## src/rtl/cpu_pkg.sv

```systemverilog
// Types shared by the register file, decoder and sequencer.
package cpu_pkg;

   typedef enum logic [3:0] {
      R_Z, R_W, R_B, R_C, R_D, R_E, R_H, R_L,
      R_SPH, R_SPL, R_PCH, R_PCL, R_A, R_F,
      R_MEM, R_X
   } reg8_t;

   typedef enum logic [2:0] {
      RR_WZ, RR_BC, RR_DE, RR_HL,
      RR_AF, RR_SP, RR_PC, RR_PCH_ZERO
   } reg16_t;

   typedef enum logic [1:0] {
      IDU_INC, IDU_DEC, IDU_ADJ
   } idu_mode_t;

   typedef enum logic [1:0] {
      WB_NONE, WB_IDU, WB_WZ
   } s_rr_wb_t;

   typedef struct packed {
      logic z;
      logic n;
      logic h;
      logic c;
   } flags_t;

   localparam logic [7:0] F_LOW_MASK = 8'hF0;

   function automatic reg8_t pair_hi(reg16_t p);
      case (p)
         RR_WZ:   pair_hi = R_W;
         RR_BC:   pair_hi = R_B;
         RR_DE:   pair_hi = R_D;
         RR_HL:   pair_hi = R_H;
         RR_AF:   pair_hi = R_A;
         RR_SP:   pair_hi = R_SPH;
         default: pair_hi = R_PCH;
      endcase
   endfunction

   function automatic reg8_t pair_lo(reg16_t p);
      case (p)
         RR_WZ:   pair_lo = R_Z;
         RR_BC:   pair_lo = R_C;
         RR_DE:   pair_lo = R_E;
         RR_HL:   pair_lo = R_L;
         RR_AF:   pair_lo = R_F;
         RR_SP:   pair_lo = R_SPL;
         default: pair_lo = R_PCL;
      endcase
   endfunction

endpackage

```

## src/rtl/cpu_regfile_idu.sv

```systemverilog
// 16-bit increment/decrement unit, including the relative-jump PCH adjust.
module cpu_regfile_idu
   import cpu_pkg::*;
(
   input  logic [15:0] addr,
   input  idu_mode_t   idu,
   input  logic [7:0]  pch,
   input  logic        z7,
   input  logic        adj_carry,
   output logic [15:0] result
);

   logic [7:0] adj;

   always_comb begin
      adj = 8'h00;
      if (adj_carry && !z7) begin
         adj = 8'h01;
      end else if (!adj_carry && z7) begin
         adj = 8'hFF;
      end
      case (idu)
         IDU_DEC: result = addr - 16'd1;
         IDU_ADJ: result = {pch + adj, 8'h00};
         default: result = addr + 16'd1;
      endcase
   end

endmodule

```

## src/rtl/cpu_regfile.sv

```systemverilog
// Register file: 8-bit storage, pair address bus, IDU writeback and PC update.
module cpu_regfile
   import cpu_pkg::*;
#(
   parameter logic [15:0] SP_RESET = 16'hFFFE,
   parameter logic [15:0] PC_RESET = 16'h0000
) (
   input  logic        clk,
   input  logic        rst,
   input  reg16_t      s_ab,
   input  reg8_t       s_db,
   input  reg8_t       t_db,
   input  logic [7:0]  wr_data,
   input  idu_mode_t   idu,
   input  s_rr_wb_t    s_rr_wb,
   input  reg16_t      t_rr_wb,
   input  logic        wr_pc,
   input  logic        adj_carry,
   input  logic        flags_we,
   input  flags_t      flags_in,
   output logic [15:0] addr,
   output logic [7:0]  rd_data,
   output logic        mem_we,
   output flags_t      flags,
   output logic [15:0] pc
);

   logic [15:0][7:0] r_q;
   logic [15:0][7:0] r_d;
   logic [15:0]      idu_res;
   logic [15:0]      wb_val;
   logic             wb_en;

   assign addr = {r_q[pair_hi(s_ab)],
                  (s_ab == RR_PCH_ZERO) ? 8'h00 : r_q[pair_lo(s_ab)]};

   assign rd_data = (s_db == R_MEM || s_db == R_X) ? 8'h00 : r_q[s_db];
   assign mem_we  = rst && (t_db == R_MEM);
   assign flags   = r_q[R_F][7:4];
   assign pc      = {r_q[R_PCH], r_q[R_PCL]};

   cpu_regfile_idu u_idu (
      .addr      (addr),
      .idu       (idu),
      .pch       (r_q[R_PCH]),
      .z7        (r_q[R_Z][7]),
      .adj_carry (adj_carry),
      .result    (idu_res)
   );

   assign wb_en  = (s_rr_wb != WB_NONE) && (t_rr_wb != RR_PCH_ZERO);
   assign wb_val = (s_rr_wb == WB_IDU) ? idu_res : {r_q[R_W], r_q[R_Z]};

   // Later assignments win: flags < pair < data bus < PC.
   always_comb begin
      r_d = r_q;
      if (flags_we) begin
         r_d[R_F] = {flags_in, 4'h0};
      end
      if (wb_en) begin
         r_d[pair_hi(t_rr_wb)] = wb_val[15:8];
         r_d[pair_lo(t_rr_wb)] = wb_val[7:0];
      end
      if (t_db != R_MEM && t_db != R_X) begin
         r_d[t_db] = wr_data;
      end
      if (wr_pc) begin
         r_d[R_PCH] = idu_res[15:8];
         r_d[R_PCL] = idu_res[7:0];
      end
      r_d[R_F] = r_d[R_F] & F_LOW_MASK;
   end

   always_ff @(posedge clk) begin
      if (!rst) begin
         r_q        <= '0;
         r_q[R_SPH] <= SP_RESET[15:8];
         r_q[R_SPL] <= SP_RESET[7:0];
         r_q[R_PCH] <= PC_RESET[15:8];
         r_q[R_PCL] <= PC_RESET[7:0];
      end else begin
         r_q <= r_d;
      end
   end

endmodule

```

## config.mk

```make
export PLATFORM = sky130hd
export DESIGN_NAME = cpu_regfile
export DESIGN_NICKNAME = d
export VERILOG_FILES = /design/src/rtl/cpu_pkg.sv /design/src/rtl/cpu_regfile_idu.sv /design/src/rtl/cpu_regfile.sv
export SDC_FILE = /design/constraint.sdc
export NUM_CORES = 1
export LEC_CHECK = 0
export CAP_MARGIN = 0
export CORE_ASPECT_RATIO = 0.8
export CORE_MARGIN = 2
export CORE_UTILIZATION = 55
export CTS_BUF_LIST = sky130_fd_sc_hd__clkbuf_16
export DETAILED_ROUTE_END_ITERATION = 10
export PLACE_DENSITY = 0.76
export SKIP_CTS_REPAIR_TIMING = 1
export SLEW_MARGIN = 25
export SYNTH_ARGS = -nofsm -noshare
export SYNTH_HDL_FRONTEND = slang
export SYNTH_HIERARCHICAL = 1
export SYNTH_SLANG_ARGS = --single-unit
```

## constraint.sdc

```tcl
create_clock -name clk -period 11.18 [get_ports clk]
set_input_delay 2.236 -clock clk [delete_from_list [all_inputs] [get_ports clk]]
set_output_delay 2.236 -clock clk [all_outputs]
set_load 0.05 [all_outputs]
```

==> run_results.csv <==
group,metric,value,unit
layout,final_layout_size_suffix_gt1_share,12.8,%
logic_synthesis,synth_area_leader_cell,"dfxtp_1",
critical_path,end_kind,"output port",
global_route,grt_pass1_wl,44200,um
logic_synthesis,synth-edff-count,0,
critical_path,cp-start-kind,"input port",
global_route,grt_use_total,37.1,%
flow_run,maxCapViolCount,0,
clock_tree,clkTransAtPathRegs,0.08,ns
pwr,pwr-share-clk,30.2,%
hold_path,whs_path_depth,2,
pwr,p_switching,0.426,mW
global_route,grt_max_degree,55,
place,place.gp.congestion,1.02,
layout,fillers,1235,
global_route,grt_pass1_vias,7165,
sta,slew_headroom,28.2,%
routing,wl_per_cell,26.6,um
sta,finalCritPeriodShare,67.6,%
logic_synthesis,ys_types,71,
sta,drv_slew,0,
sta,rsz0062_at_grt,"false",
logic_synthesis,yosysTopAreaCellShare,26.8,%
sta,fmax,132,MHz
logic_synthesis,synth_mux_area_share,25.7,%
pwr,vdd_drop_max,87.4,uV
place,hpwl,22100,um
clock_tree,clk_latency,0.37,ns
pwr,intPower,0.688,mW
clock_tree,h-tree-depth,3,
global_route,grt-busiest-layer,"met1",
layout,stdcell_count,1099,
pwr,p_seq_share,38.8,%
global_route,antenna_found_initial,0,
global_route,gr-usage-met3,13.8,%
logic_synthesis,async_reset_ff_share,0,%
sta,hold_viol_final,0,
hold_path,min_path_type,"reg2reg",
critical_path,reg2reg_slack,7.11,ns
logic_synthesis,syn_nets,946,
sta,finalSetupViolCount,0,
sta,setup_tns,0,ns
logic_synthesis,synthAdderAreaFrac,1.64,%
logic_synthesis,yosys_warnings,6,
pwr,power.total,1.11,mW
routing,drt-total-wl,29300,um
clock_tree,cts_root_buffer,"clkbuf_16",
logic_synthesis,synth_top_cells_by_area,"dfxtp_1 27%, mux2i_1 12%, mux4_2 9.5%",
routing,ant_nets,0,
critical_path,rr_worst_depth,14,
routing,via_count,7845,
global_route,grtUsageMet1,54.2,%
place,place_inst,1083,
critical_path,critical_path.max_fanout,35,
routing,drt_pass1_iterations,7,
logic_synthesis,ys_seq_elements,108,
global_route,gr-total-overflow,0,
pwr,combPwrFrac,30.9,%
sta,timing.final.crit_period,7.56,ns
logic_synthesis,syn_area_per_cell,8.96,um2
global_route,use_met2,49.5,%
place,io_buffers,79,
critical_path,path_class,"in2out",
clock_tree,cts_buffer_depth,2,
logic_synthesis,synth_flop_cell,"dfxtp_1",
floorplanning,fp.coreArea,14300,um2
clock_tree,numCtsBuffers,9,
logic_synthesis,netlist_area,8080,um2
sta,worst_pin_slew,1.07,ns
routing,drc,0,
pwr,power.leakage,3.09,nW
sta,skew,0.0137,ns
outcome,outcome,"complete, no violations",
logic_synthesis,synth_seq_area_share,26.8,%
logic_synthesis,synth_top_family_by_area,"multiplexers",
floorplanning,fp.dieW,139,um
logic_synthesis,synth_simple_gate_area_share,14.6,%
pwr,p_sw_share,38.2,%
critical_path,worstPathRequired,8.94,ns
floorplanning,start_util,56.5,%
routing,drtIter0Drc,1467,
floorplanning,dieArea,15700,um2
logic_synthesis,synth_compound_area_share,20.5,%
floorplanning,ioPinCount,80,
critical_path,critPathArrivalTime,5.32,ns
hold_path,whs_endpoint,"pc[4]",
logic_synthesis,netlist_instances,901,
layout,fin_nets,955,
floorplanning,die_h,112,um
routing,viasPerCell,7.14,
logic_synthesis,synth_most_common_cell,"dfxtp_1",
hold_path,min-delay-start,"pc[4]",
layout,area_delta_synth_final,10.9,%
logic_synthesis,synthXorXnorAreaFrac,3.04,%
clock_tree,cts.sinks,108,
floorplanning,row_count,39,
clock_tree,cts_tree,"done",
logic_synthesis,netlist_top_cells_count,"108 x dfxtp_1, 100 x mux2i_1, 88 x nand2_1",
pwr,power_density,124,nW/um2
layout,n_antenna_cell,0,
critical_path,regToRegStartpoint,"r_q[41]",
critical_path,reg2reg_to,"r_q[102]",
==> registers in the layout, indices dropped and copies added (netlist names) <==
| signal | cells |
|---|---|
| pc | 16 |
| flags | 4 |
| r_q | 88 |
==> how the worst max path moves through the flow <==
stage / cells past startpoint / slack [ns] / from / endpoint
final: 6 / 3.62 / s_ab[0] / addr[3]
after global routing: 6 / 3.51 / s_ab[0] / addr[3]
after CTS: 6 / 3.66 / s_ab[0] / addr[3]
after detailed placement: 6 / 3.69 / s_ab[0] / addr[3]
after global placement: 6 / 3.68 / s_ab[0] / addr[3]
after floorplan: 5 / 4.78 / s_db[1] / rd_data[5]
==> routing by layer <==
metal | share of wire, % | vias to the layer above
met5 | 0 | -
met4 | 4.2 | 0
met3 | 17 | 96
met2 | 39 | 683
met1 | 40 | 3657
li1 | - | 3409
==> power by group through the flow <==
stage | Combinational (mW) | Sequential, mW | Clock, mW
final | 0.344 | 0.433 | 0.337
after global routing | 0.361 | 0.433 | 0.350
after CTS | 0.335 | 0.430 | 0.336
after detailed placement | 0.333 | 0.439 | 0
after global placement | 0.331 | 0.439 | 0
after floorplan | 0.245 | 0.425 | 0
==> through the flow <==
step	utilization [%]	cell area, um2	hold WS, ns	setup slack [ns]
after detailed placement	60.5	8650	0.506	3.69
after CTS	62.7	8960	0.516	3.66
final	62.6	8950	0.526	3.62
after global placement	60.5	8650	0.511	3.68
after floorplan	-	8080	0.466	4.78
after global routing	62.6	8950	0.555	3.51
==> logic make-up after synthesis <==
group,Yosys count
xor+xnor,28
buf+inv,127
simple gates,243
mux,159
compound gates,226
flops,108
fa+ha+maj,10
==> area by class of cell <==
cell class / instances / area (um2) / area share [%]
multi-input cells: 666 / 5290 / 59.0
clock buffers: 9 / 225 / 2.52
flip-flops and latches: 108 / 2160 / 24.1
clock inverters: 7 / 88.8 / 0.992
well taps: 184 / 230 / 2.57
repair buffers: 84 / 808 / 9.03
inverters: 41 / 154 / 1.72
==> critical path: stages <==
cell	delay (ns)
clkdlybuf4s50_1	0.41
buf_4	0.29
nor2b_1	0.48
a22oi_1	0.20
a21oi_1	0.74
clkdlybuf4s50_1	0.95
==> placed cells by master, fill, tap and decap left out, drive strengths merged, types with 10 or more instances in the layout <==
cell,n
nand2,88
dfxtp,108
mux4,34
o311ai,12
nor2b,13
o221ai,18
nor3,22
a31oi,10
xor2,11
nand3,14
o21ai,29
mux2i,100
a21oi,24
clkdlybuf4s50,75
a221oi,16
inv,43
nor2,71
xnor2,17
mux2,25
o22ai,75
Power figures use the tool's default switching activity.
==> RTL change 1, RTL diff (config.mk and constraints unchanged) <==
The parameter `SP_RESET` goes from 16'hFFFE to 16'h7FFF.
--- a/src/rtl/cpu_regfile.sv
+++ b/src/rtl/cpu_regfile.sv
@@ -2,7 +2,7 @@
 module cpu_regfile
    import cpu_pkg::*;
 #(
-   parameter logic [15:0] SP_RESET = 16'hFFFE,
+   parameter logic [15:0] SP_RESET = 16'h7FFF,
    parameter logic [15:0] PC_RESET = 16'h0000
 ) (
    input  logic        clk,
Function: changed (a bounded check fails within 4 cycles, from zero or initial values and one cycle with rst low).
==> RTL change 1 against the original RTL <==
- synthesized area down 0.76%
- first-iteration DRC count is 16% lower
- sequential cell count is the same
- cell area down 0.50%
- final cell count about the same
- power grew 0.14%
- wire length shrank 2.4%
- setup slack got worse by 0.015 ns
- critical path type unchanged
- largest cell class unchanged
- largest power group unchanged
- highest routed layer unchanged
==> RTL change 1: results <==
[outcome]
outcome = "completed"

[route]
route.met3.wl_um = 4710
vias_per_cell = 7.07
highest_layer = "met4"
wl_per_cell_um = 26.0
firstDrtPassIters = 7
drt_iter0_markers = 1227
met1_length_um = 11400
wl_met2_um = 11300

[placed_design]
port_buffers = 79
post-dp-hpwl_um = 21400
placed_cell_area_um2 = 8580
dpl_worst_slack_ns = 3.67
gp_congestion = 1.02

[grt]
grt_pass1_vias = 7114
grt_pass1_wl_um = 43100
grt_antenna_before_repair = 0
grt_usage_pct = 36.1

[critical_path]
crit_start = "s_ab[0]"
crit_fanout = 35
worstPathArrival_ns = 5.34
crit_path_max_incr_delay_ns = 0.95
r2r-start = "r_q[25]$_SDFF_PN0_"
critPathSlowestCell = "clkdlybuf4s50_1"

[synth]
yosys_most_used_dff = "dfxtp_1"
seq_area_frac_synth_pct = 27.0
synthTopCellsByArea = "dfxtp_1 (27%), mux2i_1 (13%), mux4_2 (9.6%)"
yosys-top-cells-count = "dfxtp_1 (108), mux2i_1 (101), nand2_1 (88)"
ys_warn_count = 6
async_flop_share_pct = 0
postSynthCellCount = 900
synth_cell_types = 72

[cts]
clk_path_buf_depth = 2
cts_buffers = 9
insertion_delay_ns = 0.37
clkTransAtPathRegs_ns = 0.07
h-tree-depth = 3
clockRootBuffer = "clkbuf_16"

[final_layout]
drive_above_1_share_pct = 11.6
fin_nets = 954
fin_cells = 1100
largest_reg_flops = 88
fillers = 1228
largest-register = "r_q"

[power_and_ir_drop]
vdd_ir_drop_max_mv = 0.0874
leakagePower_nw = 3.06

[sta]
skew_ns = 0.0108
slew_headroom_pct = 30.9

[worst_hold_path]
hold_start = "pc[3]$_SDFF_PN0_"
hold_class = "reg2reg"
==> RTL change 1: cell families after synthesis <==
family          synth area share (%)
buf+inv                         7.91
simple gates                    14.5
mux                             26.0
flops                           27.0
xor+xnor                        3.06
fa+ha+maj                       1.65
compound gates                  20.0
==> RTL change 1: final timing paths <==
check | end | slack [ns] | cells after the start
setup / recovery | addr[3] | 3.61 | 6
hold / removal | pc[3]$_SDFF_PN0_ | 0.53 | 2
setup reg to reg | r_q[102]$_SDFF_PN0_ | 7.16 | 14
hold reg to reg | pc[3]$_SDFF_PN0_ | 0.53 | 2
==> RTL change 1: area by class of cell <==
| class | count | area, um2 | area share, % |
|---|---|---|---|
| Antenna cell | 2 | 5.00 | 0.0562 |
| Timing Repair Buffer | 84 | 816 | 9.16 |
| Tap cell | 184 | 230 | 2.58 |
| Sequential cell | 108 | 2160 | 24.3 |
| Clock buffer | 9 | 225 | 2.53 |
| Clock inverter | 7 | 88.8 | 0.997 |
| Inverter | 41 | 154 | 1.73 |
| Multi-Input combinational cell | 665 | 5230 | 58.7 |
==> RTL change 1: worst max-delay path: cells and delay by family <==
kind	cells	cell delay, ns
simple gates	1	0.52
buf+inv	3	1.63
compound gates	2	0.92
==> RTL change 1: per-layer routing <==
layer  GRT usage [%]  up-vias
met2            48.8      657
met3            13.1       95
met1            52.6     3627
li1                -     3396
met5               0        -
met4            13.3        0
==> RTL change 1: power breakdown <==
part / internal (mW) / switching, mW
clock: 0.179 / 0.166
combinational: 0.121 / 0.217
sequential: 0.404 / 0.0279
total: 0.704 / 0.411
==> RTL change 2, RTL diff (config.mk and constraints unchanged) <==
Without the edit above. Register the outputs `rd_data`, `mem_we` and `pc`, with the module's reset; this adds one clock of latency there. The other outputs are not delayed to match.
--- a/src/rtl/cpu_regfile.sv
+++ b/src/rtl/cpu_regfile.sv
@@ -34,10 +34,18 @@
    assign addr = {r_q[pair_hi(s_ab)],
                   (s_ab == RR_PCH_ZERO) ? 8'h00 : r_q[pair_lo(s_ab)]};
 
-   assign rd_data = (s_db == R_MEM || s_db == R_X) ? 8'h00 : r_q[s_db];
-   assign mem_we  = rst && (t_db == R_MEM);
    assign flags   = r_q[R_F][7:4];
-   assign pc      = {r_q[R_PCH], r_q[R_PCL]};
+   always_ff @(posedge clk) begin
+      if (!rst) begin
+         rd_data <= '0;
+         mem_we  <= '0;
+         pc      <= '0;
+      end else begin
+         rd_data <= (s_db == R_MEM || s_db == R_X) ? 8'h00 : r_q[s_db];
+         mem_we  <= rst && (t_db == R_MEM);
+         pc      <= {r_q[R_PCH], r_q[R_PCL]};
+      end
+   end
 
    cpu_regfile_idu u_idu (
       .addr      (addr),
Function: changed (a bounded check fails within 4 cycles, from zero or initial values and one cycle with rst low).
==> RTL change 2 against the original RTL <==
- fmax is 17% lower
- clock power is 72% higher
- sequential cell count is 41 higher
- cell area is 36% higher
- sequential power is 37% higher
- power is 46% higher
- setup slack worse by 1.6 ns
- wire length is 29% higher
- synthesized area is 33% higher
==> RTL change 2: results <==
[worst_hold_path]
hold_start = "r_q[112]$_SDFF_PN0_"
hold_class = "reg2reg"
hold_path_depth = 1

[placed_design]
gp_congestion = 0.981
port_buffers = 79
post-dp-hpwl_um = 26500
dpl_worst_slack_ns = 2.17

[grt]
grt_antenna_before_repair = 0
overflow = 0
grt_max_degree = 114
grt_usage_pct = 36.8
grt_pass1_vias = 9770
grt_pass1_wl_um = 58000

[final_layout]
top_regs = "r_q x120, pc x16, rd_data x8"
antenna_cells = 0
drive_above_1_share_pct = 11.2

[cts]
clkTransAtPathRegs_ns = 0.06
insertion_delay_ns = 0.44
h-tree-depth = 4
cts_buffers = 17
clockRootBuffer = "clkbuf_16"
clk_path_buf_depth = 2

[outcome]
outcome = "completed"

[sta]
worstMarginPinSlew_ns = 1.11
skew_ns = 0.00907
setup_ws_ns = 2.04

[route]
drt_iter0_markers = 1405
vias_per_cell = 6.52
wl_per_cell_um = 23.2
firstDrtPassIters = 5

[critical_path]
r2r_slack_ns = 6.25
crit_family = "compound AO/OA/AOI/OAI gates"
crit_path_max_incr_delay_ns = 0.97
critPathSlowestCell = "clkdlybuf4s50_1"
crit_start = "s_ab[2]"
worstPathArrival_ns = 6.91
r2r-start = "r_q[119]$_SDFF_PN0_"
reg2reg_depth = 17
crit_fanout = 16

[synth]
yosys_most_used_dff = "dfxtp_1"
async_flop_share_pct = 0
syn-num-nets = 1400
ys_warn_count = 6
synthTopCellsByArea = "dfxtp_1 (28%), mux4_2 (10%), mux2i_1 (6.9%)"
seq_area_frac_synth_pct = 27.7
yosys-top-cells-count = "nand2_1 (162), nor2_1 (158), dfxtp_1 (149)"
synth_cell_types = 70

[power_and_ir_drop]
vdd_ir_drop_max_mv = 0.0838
leakagePower_nw = 4.41
switching_share_pct = 35.2
[RTL change 2: final timing paths]
check | to
worst max-delay path | addr[7]
worst min-delay path | r_q[112]$_SDFF_PN0_
worst max register to register | r_q[85]$_SDFF_PN0_
worst min register to register | r_q[112]$_SDFF_PN0_
[RTL change 2: cell families (layout without fill, tap and decap cells)]
logic type / Yosys count / after routing / synth area share (%)
fa+ha+maj: 13 / 13 / 1.58
mux: 134 / 134 / 18.4
xor+xnor: 27 / 27 / 2.20
compound gates: 356 / 356 / 20.7
buf+inv: 131 / 150 / 5.25
simple gates: 542 / 542 / 24.2
flops: 149 / 149 / 27.7
[RTL change 2: layout make-up]
type,instances,area [um2]
well taps,258,323
fillers,1610,6890
flip-flops and latches,149,2980
inverters,11,41.3
clock buffers,17,425
multi-input cells,1072,7270
repair buffers,107,1000
clock inverters,15,153
[RTL change 2: worst reg2reg max path: stages (launching register included)]
cell and delay, ns:
dfxtp_1 0.38, o21a_1 0.18, o32ai_1 0.11, nor2b_1 0.15, a2111oi_0 0.53, o21ai_0 0.16
a31oi_1 0.91, or3_4 0.33, nor3_2 0.07, and3_1 0.18, a31oi_1 0.17, xor2_1 0.25
mux2i_1 0.21, mux2i_1 0.69, nor2_1 0.11, a21oi_1 0.14, o211ai_1 0.09, o211a_1 0.15
[RTL change 2: metrics by stage]
step                      cells  hold slack (ns)  instance area (um2)  utilization, %  total power, mW
after floorplan            1352            0.442                10800               -            0.903
after global placement     1596            0.468                11600            60.6             1.04
after detailed placement   1596            0.469                11600            60.7             1.04
after CTS                  1628            0.489                12200            63.7             1.62
after global routing       1629            0.498                12200            63.9             1.68
final                      1629            0.490                12200            63.9             1.63
[RTL change 2: power by group through the flow]
stage	Clock [mW]	Combinational [mW]	Sequential [mW]
after global placement	0	0.439	0.601
after detailed placement	0	0.443	0.601
after floorplan	0	0.302	0.601
final	0.580	0.456	0.592
after CTS	0.583	0.445	0.589
after global routing	0.605	0.485	0.592
[RTL change 2: layer usage]
metal | up-vias | share of wire [%] | GRT usage, %
li1 | 4840 | - | -
met1 | 4917 | 41 | 50.0
met2 | 748 | 43 | 55.4
met3 | 120 | 12 | 9.15
met4 | 0 | 4.6 | 17.5
met5 | - | 0 | 0
